$ cat src/rtl/zfh_mult_sched.sv
// FP16 multiplier core, pipeline stage register, and the round-robin scheduler
// that shares one core among NUM_REQ requesters.
`timescale 1ns/1ps

// Combinational FP16 multiply with round-to-nearest-even and subnormal support.
// Any NaN input, and Inf*0, produce the canonical quiet NaN 0x7E00.
module zfh_fp16_mul (
    input  logic [15:0] a,
    input  logic [15:0] b,
    output logic [15:0] y
);
    logic              sgn, nan_in, inf_a, inf_b, zero_a, zero_b;
    logic [4:0]        ea, eb, lead;
    logic [10:0]       ma, mb, q;
    logic [21:0]       prod;
    logic signed [8:0] e_val, e_cl, rs;
    logic [5:0]        sh;
    logic [63:0]       ext;
    logic              guard, sticky, rnd;
    logic [11:0]       mant;
    logic [16:0]       mag;

    // Decode, multiply significands, normalise/denormalise, round, re-encode.
    always_comb begin
        sgn    = a[15] ^ b[15];
        ea     = (a[14:10] == 5'd0) ? 5'd1 : a[14:10];
        eb     = (b[14:10] == 5'd0) ? 5'd1 : b[14:10];
        ma     = {a[14:10] != 5'd0, a[9:0]};
        mb     = {b[14:10] != 5'd0, b[9:0]};
        nan_in = (&a[14:10] & |a[9:0]) | (&b[14:10] & |b[9:0]);
        inf_a  = &a[14:10] & ~|a[9:0];
        inf_b  = &b[14:10] & ~|b[9:0];
        zero_a = ~|a[14:0];
        zero_b = ~|b[14:0];
        prod   = 22'(ma) * 22'(mb);
        lead   = '0;
        for (int i = 0; i < 22; i++)
            if (prod[i]) lead = 5'(i);
        // Biased exponent the leading one would carry; below 1 means subnormal.
        e_val  = $signed({4'd0, lead}) + $signed({4'd0, ea}) + $signed({4'd0, eb}) - 9'sd35;
        e_cl   = (e_val < 9'sd1) ? 9'sd1 : e_val;
        // Right shift that puts the leading one at bit 10 (or lower if subnormal).
        rs     = $signed({4'd0, lead}) - 9'sd10 + (e_cl - e_val);
        sh     = (rs > 9'sd28) ? 6'd40 : 6'(rs + 9'sd12);
        ext    = {30'd0, prod, 12'd0};
        q      = 11'(ext >> sh);
        guard  = ext[sh - 6'd1];
        sticky = |(ext & ((64'd1 << (sh - 6'd1)) - 64'd1));
        rnd    = guard & (sticky | q[0]);
        mant   = {1'b0, q} + {11'd0, rnd};
        // Hidden bit adds into the exponent field, so rounding carries for free.
        mag    = (17'(e_cl - 9'sd1) << 10) + 17'(mant);
        if (nan_in || (inf_a && zero_b) || (zero_a && inf_b)) y = 16'h7E00;
        else if (inf_a || inf_b)                             y = {sgn, 15'h7C00};
        else if (prod == 22'd0)                              y = {sgn, 15'd0};
        else if (mag >= 17'h07C00)                           y = {sgn, 15'h7C00};
        else                                                 y = {sgn, mag[14:0]};
    end
endmodule

// One enabled pipeline register, cleared by synchronous reset.
module zfh_mult_stage #(
    parameter int W = 1
) (
    input  logic         clk,
    input  logic         rst,
    input  logic         en,
    input  logic [W-1:0] d,
    output logic [W-1:0] q
);
    // Load when the pipeline advances, hold otherwise.
    always_ff @(posedge clk) begin
        if (rst)     q <= '0;
        else if (en) q <= d;
    end
endmodule

// Round-robin scheduler feeding one shared FP16 multiplier through a
// PIPE_STAGES-deep stall-as-a-whole pipeline.
module zfh_mult_sched #(
    parameter  int NUM_REQ     = 2,
    parameter  int PIPE_STAGES = 2,
    parameter  int TAG_W       = 4,
    localparam int ID_W        = (NUM_REQ > 1) ? $clog2(NUM_REQ) : 1
) (
    input  logic                            CLK,
    input  logic                            RST,
    input  logic [NUM_REQ-1:0]              req_valid,
    output logic [NUM_REQ-1:0]              req_ready,
    input  logic [NUM_REQ-1:0][15:0]        req_a,
    input  logic [NUM_REQ-1:0][15:0]        req_b,
    input  logic [NUM_REQ-1:0][TAG_W-1:0]   req_tag,
    output logic                            rsp_valid,
    input  logic                            rsp_ready,
    output logic [15:0]                     rsp_data,
    output logic [ID_W-1:0]                 rsp_id,
    output logic [TAG_W-1:0]                rsp_tag,
    output logic                            busy
);
    typedef struct packed {
        logic             vld;
        logic [15:0]      data;
        logic [ID_W-1:0]  id;
        logic [TAG_W-1:0] tag;
    } stage_t;

    stage_t               st_d [PIPE_STAGES];
    stage_t               st_q [PIPE_STAGES];
    logic [PIPE_STAGES:0] vld_pipe;
    logic [NUM_REQ-1:0]   grant;
    logic [ID_W-1:0]      gnt_idx, rr_ptr;
    logic [ID_W:0]        cand;
    logic                 any_req, advance, accept;
    logic [15:0]          product;

    // A full output slot that is not being drained freezes every stage.
    assign advance   = ~st_q[PIPE_STAGES-1].vld | rsp_ready;
    assign accept    = any_req & advance & ~RST;
    assign req_ready = grant & {NUM_REQ{advance & ~RST}};

    // Round-robin search starting at rr_ptr, wrapping at NUM_REQ.
    always_comb begin
        grant   = '0;
        gnt_idx = '0;
        any_req = 1'b0;
        cand    = '0;
        for (int j = 0; j < NUM_REQ; j++) begin
            cand = {1'b0, rr_ptr} + (ID_W+1)'(j);
            if (cand >= (ID_W+1)'(NUM_REQ)) cand = cand - (ID_W+1)'(NUM_REQ);
            if (!any_req && req_valid[cand[ID_W-1:0]]) begin
                any_req = 1'b1;
                gnt_idx = cand[ID_W-1:0];
            end
        end
        if (any_req) grant[gnt_idx] = 1'b1;
    end

    zfh_fp16_mul u_core (
        .a (req_a[gnt_idx]),
        .b (req_b[gnt_idx]),
        .y (product)
    );

    // Stage inputs: granted op enters s[0], everything else shifts by one.
    always_comb begin
        vld_pipe    = '0;
        vld_pipe[0] = accept;
        for (int k = 0; k < PIPE_STAGES; k++) vld_pipe[k+1] = st_q[k].vld;
        st_d[0] = '{vld: vld_pipe[0], data: product, id: gnt_idx, tag: req_tag[gnt_idx]};
        for (int k = 1; k < PIPE_STAGES; k++) st_d[k] = st_q[k-1];
    end

    for (genvar k = 0; k < PIPE_STAGES; k++) begin : g_stage
        zfh_mult_stage #(.W($bits(stage_t))) u_stage (
            .clk (CLK),
            .rst (RST),
            .en  (advance),
            .d   (st_d[k]),
            .q   (st_q[k])
        );
    end

    // Pointer moves just past the requester that was accepted.
    always_ff @(posedge CLK) begin
        if (RST)
            rr_ptr <= '0;
        else if (accept)
            rr_ptr <= (gnt_idx == ID_W'(NUM_REQ-1)) ? '0 : gnt_idx + 1'b1;
    end

    assign rsp_valid = st_q[PIPE_STAGES-1].vld;
    assign rsp_data  = st_q[PIPE_STAGES-1].data;
    assign rsp_id    = st_q[PIPE_STAGES-1].id;
    assign rsp_tag   = st_q[PIPE_STAGES-1].tag;
    assign busy      = |vld_pipe[PIPE_STAGES:1];
endmodule

$ cat config.mk
export PLATFORM = sky130hd
export DESIGN_NAME = zfh_mult_sched
export DESIGN_NICKNAME = d
export VERILOG_FILES = /design/src/rtl/zfh_mult_sched.sv
export SDC_FILE = /design/constraint.sdc
export NUM_CORES = 1
export LEC_CHECK = 0
export ABC_CLOCK_PERIOD_IN_PS = 24600
export CAP_MARGIN = 20
export CORE_AREA = 2 2 146 148
export DETAILED_ROUTE_END_ITERATION = 8
export DIE_AREA = 0 0 148 150
export GPL_TIMING_DRIVEN = 0
export PLACE_DENSITY = 0.81
export SKIP_CTS_REPAIR_TIMING = 1
export SLEW_MARGIN = 5
export SYNTH_ARGS = -nofsm -noshare
export SYNTH_HDL_FRONTEND = slang
export SYNTH_SLANG_ARGS = --single-unit
$ cat constraint.sdc
create_clock -name CLK -period 24.6 [get_ports CLK]
set_clock_uncertainty 0.1 [all_clocks]
set_input_delay 2.46 -clock CLK [delete_from_list [all_inputs] [get_ports CLK]]
set_output_delay 2.46 -clock CLK [all_outputs]
set_load 0.005 [all_outputs]
### Word-level counts from Yosys, hierarchy flattened

Index checks and enable logic that the tools add are counted.

* output and inout bits: 25
* bits in registers: 45
* logic and storage cells: 124

* bitwise operators: 16
* $add $sub $neg: 16
* shifts and indexed selects: 2
* order comparisons: 10
* multipliers: 1
* reductions and logical operators: 25
* muxes and demuxes: 51

Operators by type and width (count)
* 2-to-1 mux 5 bit: 22
* 2-to-1 mux 16 bit: 5
* AND 34 x 64 -> 64 bit: 1
* OR reduction 64 bit: 1
* << shifter 1 x 6 -> 64 bit, first input constant: 1
* subtractor 64 x 1 -> 64 bit, second input constant: 1
* 2-to-1 mux 15 bit: 3
* >> shifter 34 x 6 -> 11 bit: 1
* OR reduction 15 bit: 2
* logical NOT 22 bit: 1
* multiplier 11 x 11 -> 22 bit: 1
* OR reduction 10 bit: 2
* adder 17 x 12 -> 17 bit: 1
* >= comparator 17 x 15 -> 1 bit, second input constant: 1
* 2-to-1 mux 1 bit: 14
* adder 11 x 1 -> 12 bit: 1
* logical NOT 5 bit: 2
* AND reduction 5 bit: 2
* nonzero test 5 bit: 2
* adder 6 x 9 -> 9 bit: 1
* adder 9 x 6 -> 9 bit: 1
* greater-than comparator 9 x 6 -> 1 bit, second input constant: 1
* less-than comparator 9 x 2 -> 1 bit, second input constant: 1
* 2-to-1 mux 9 bit: 1
* other kinds (29): 52

### Logic depth before layout (Yosys ltp)

* depth after elaboration: 56
* mapped depth: 85

### Hierarchy

A second synthesis with hierarchy kept.

* cells, all modules: 1512
* area total of the unflattened synthesis: 11856.4 um^2

Modules (own cells, without submodules)
* zfh_fp16_mul: instances 1, sequential area each 0.0 um^2, cells an instance 1315, area an instance 9704.3 um^2
* zfh_mult_stage: instances 2, sequential area each 440.4 um^2, cells an instance 71, area an instance 802.0 um^2
* zfh_mult_sched: instances 1, sequential area each 20.0 um^2, cells an instance 55, area an instance 548.0 um^2

### Least setup slack after synthesis

No wires, ideal clock.

* path type: in2reg
* start point: input port req_valid[0]
* end point: register g_stage[0].u_stage.q[10]
* cell stages on the path: 79
* setup slack: 4.295 ns
* arrival: 20.069 ns
* library setup time: 0.136 ns
* data required time: 24.364 ns
* cells stage by stage: inv_1 o21ai_1 clkbuf_1 clkbuf_1 buf_1 buf_1 mux2i_1 nor2_1 fa_1 inv_1 fa_1 inv_1 fa_1 fa_1 inv_1 fa_1 inv_1 ha_1 (+43 left out) nor2_1 inv_1 ha_1 clkbuf_1 clkbuf_1 a21oi_1 o31ai_1 o31a_1 a2111oi_0 o211a_1 o21ai_4 nor2_1 ha_1 nand4_2 o41ai_4 xor2_1 nor4_4 o31ai_1

* longest elaborated chain between the ends: 53
* elaborated cells on any way between the ends: 91

RTL lines
* start, declared: line 88 `input logic [NUM_REQ-1:0] req_valid,`
* 2-to-1 mux 1 bit (implied by the code) (2 in series): line 130 `if (!any_req && req_valid[cand[ID_W-1:0]]) begin`
* 2-to-1 mux 1 bit: line 130
* logical NOT 1 bit: line 130
* logical AND 1 bit: line 130
* 2-to-1 mux 1 bit *: line 130
* 2-to-1 mux 16 bit, on equally long branches (2 in series): line 139, 140
* multiplier 11 x 11 -> 22 bit: line 35 `prod = 22'(ma) * 22'(mb);`
* 2-to-1 mux 1 bit: line 38 `if (prod[i]) lead = 5'(i);`
* (+35 left out)
* AND 1 bit: line 49 `rnd = guard & (sticky | q[0]);`
* adder 11 x 1 -> 12 bit: line 50 `mant = {1'b0, q} + {11'd0, rnd};`
* adder 17 x 12 -> 17 bit: line 52 `mag = (17'(e_cl - 9'sd1) << 10) + 17'(mant);`
* >= comparator 17 x 15 -> 1 bit: line 56 `else if (mag >= 17'h07C00) y = {sgn, 15'h7C00};`
* 2-to-1 mux 15 bit: line 56
* 2-to-1 mux 15 bit: line 55 `else if (prod == 22'd0) y = {sgn, 15'd0};`
* 2-to-1 mux 15 bit: line 54 `else if (inf_a || inf_b) y = {sgn, 15'h7C00};`
* 2-to-1 mux 16 bit *: line 53 `if (nan_in || (inf_a && zero_b) || (zero_a && inf_b)) y = 16'h7E00;`
* end signal, assigned: line 73 `if (rst) q <= '0;`
* end signal, assigned: line 74 `else if (en) q <= d;`
* end, declared: line 69 `output logic [W-1:0] q`

Mark *: on every way between the ends. The rest lies on a longest branch, timed or not. The select of a mux whose other input is x is not followed.
A chain may end at the register's enable or synchronous reset.

### Worst setup path in the final report

* start point: input port req_valid[0]
* end point: register g_stage[0].u_stage.q[5]

The elaborated chain is that of the path after synthesis.

==> flow_summary_export.csv <==
group,metric,value,unit
detailed_routing,vias,13990,
timing,setup_slack,603.8,ps
timing,worst_slew_pin_slew,1174,ps
clocking,cts.sinks,45,
detailed_routing,routed_via_density,6.819,
setup_path,critPathSlowestCell,"a2111oi_1",
floorplan,core_region_area,0.02069,sq mm
synthesis,synth_flop_cell,"dfxtp_1",
detailed_routing,drc,0,
final_layout,drive_gt1_share,6.475,%
timing,min_period,24000,ps
final_layout,final_nets,2036,
detailed_routing,drt_wl_total,48430,um
global_route,overflow,0,
detailed_routing,ant_nets,0,
timing,min_period_over_period,97.55,%
final_layout,fill_cells,1841,
final_layout,stdcell_count,2051,
clocking,tritoncts,"built",
clocking,cts_made_buffers,5,
setup_path,cp_max_fo,10,
synthesis,avgSynthCellArea,7.329,sq um
synthesis,ys_warn_count,0,
synthesis,syn_area,0.01221,sq mm
floorplan,die_w,148,um
setup_path,critPathKind,"input pin to register",
final_layout,final_common_cell,"nor2_1",
final_layout,layout_common_cells,"198 x nor2_1, 197 x nand2_1, 155 x inv_1",
timing,rsz0062_at_grt,"no",
detailed_routing,met2WireLength,20110,um
clocking,htree_levels,2,
final_layout,n_antenna_cell,0,
clocking,root_buffer,"clkbuf_16",
floorplan,start_util,59.02,%
detailed_routing,drtIter0Drc,1737,
placement,place_congestion,1.159,
global_route,track_usage,42.59,%
clocking,clk_pin_slew,60,ps
synthesis,synth_edf_count,0,
detailed_routing,routed.top_layer,"met4",
floorplan,pin_count,102,
floorplan,dieArea,0.02220,sq mm
global_route,antenna_found_initial,0,
placement,place_ws,-1809,ps
detailed_routing,dr_wl_met3,6557,um
job,maxCapViolCount,0,
detailed_routing,met1Wirelength,18900,um
timing,setup-violations-final,0,
final_layout,area_growth,12.90,%
detailed_routing,routedWlPerCell,23.61,um
setup_path,cp.required,24650,ps
setup_path,crit_path_start_kind,"input pin",
floorplan,die_h,150,um
placement,place_hpwl,38540,um
synthesis,ys_seq_area_share,7.378,%
detailed_routing,drtPass1Iterations,8,
final_layout,post-route-util,66.63,%
global_route,grt_pass1_vias,13420,
hold_path,holdCritPathClass,"register to register",
clocking,clk_latency,280,ps
setup_path,crit_path_max_incr_delay,700,ps
synthesis,syn_nets,1926,
timing,hold_slack,349.8,ps
timing,timing.fmax,41.67,MHz
synthesis,synth_cell_type_count,96,
placement,numPortBuffers,100,
timing,timing.slew.headroom,21.15,%
floorplan,rows,53,
synthesis,synthArstFlopShare,0,%
setup_path,cpMostUsedCell,"inv_1",
global_route,grt_start_max_net_pins,14,
global_route,grt_pass1_wl,74140,um
setup_path,worst_setup_path_end_kind,"register",
timing,slew_violations,0,
status,status,"finished, final reports clean",
synthesis,synth_cells,1666,
synthesis,ys_seq_elements,45,
timing,finalHoldViolCount,0,
clocking,ctsLongestPathBuffers,2,
setup_path,crit_arrival,24050,ps
placement,dp_cells,2043,
stage by stage:
| step | setup TNS, ps | instance area (sq um) |
|---|---|---|
| floorplan | 0 | 12210 |
| global placement | -29020 | 13560 |
| detailed placement | -22720 | 13580 |
| CTS | -19260 | 13720 |
| global route | 0 | 13790 |
| finish | 0 | 13790 |
area by class of cell:
class | count | area [sq um] | area share [%]
Tap cell | 275 | 344.1 | 2.496
Multi-Input combinational cell | 1369 | 10380 | 75.31
Inverter | 156 | 585.6 | 4.248
Clock inverter | 1 | 7.507 | 0.05446
Sequential cell | 45 | 900.9 | 6.535
Timing Repair Buffer | 103 | 1021 | 7.406
Buffer | 96 | 405.4 | 2.941
Clock buffer | 6 | 138.9 | 1.007
critical path: cells and delay by family:
family	cells	cell delay, ps
fa+ha+maj	15	5930
simple gates	18	3870
mux	1	330
compound gates	18	3910
xor+xnor	5	1870
buf+inv	23	5660
cell usage after synthesis, types with 13 or more instances:
library cell	n	area [sq um]
a21oi_1	101	505.5
nand2b_1	17	106.4
nand2_1	197	739.5
mux2_2	25	281.5
a21o_1	19	142.6
xor2_1	26	227.7
nor4_1	18	112.6
nor3_1	42	210.2
and3_1	13	81.33
mux2i_1	39	390.4
o211ai_1	16	120.1
and2_1	15	93.84
o31ai_1	32	240.2
a211oi_1	29	217.7
a31oi_1	18	112.6
clkbuf_1	73	274.0
dfxtp_1	45	900.9
nor2_1	198	743.2
nand3_1	35	175.2
o21ai_0	68	340.3
fa_1	89	1782
inv_1	155	581.8
xnor2_1	36	315.3
ha_1	94	1176
nand4_1	20	125.1
per-layer routing:
layer  track usage [%]  vias up
met5                 0        -
met3             12.01      216
met4             19.76        0
li1                  -     6187
met1             55.87     6542
met2             65.07     1040
state kept, by name (all words and copies together), names as in the netlist:
signal and cells:
rr_ptr 1, g_stage.u_stage.q 44
path summary, 6_finish.rpt:
kind,cells after the start,startpoint,slack [ps],endpoint
min,2,g_stage[0].u_stage.q[5],350,g_stage[0].u_stage.q[5]
max reg2reg,78,rr_ptr,3010,g_stage[0].u_stage.q[5]
min reg2reg,2,g_stage[0].u_stage.q[5],350,g_stage[0].u_stage.q[5]
max,80,req_valid[0],600,g_stage[0].u_stage.q[5]
cell families after synthesis:
family	count (synthesis)	synth area share, %
fa+ha+maj	183	24.22
compound gates	442	26.26
buf+inv	252	8.013
simple gates	613	23.25
xor+xnor	63	4.632
flops	45	7.378
mux	68	6.240
Power is left out: the tool's default activity adds up to more than one toggle a clock period on the data nets, which glitch-free logic cannot reach.
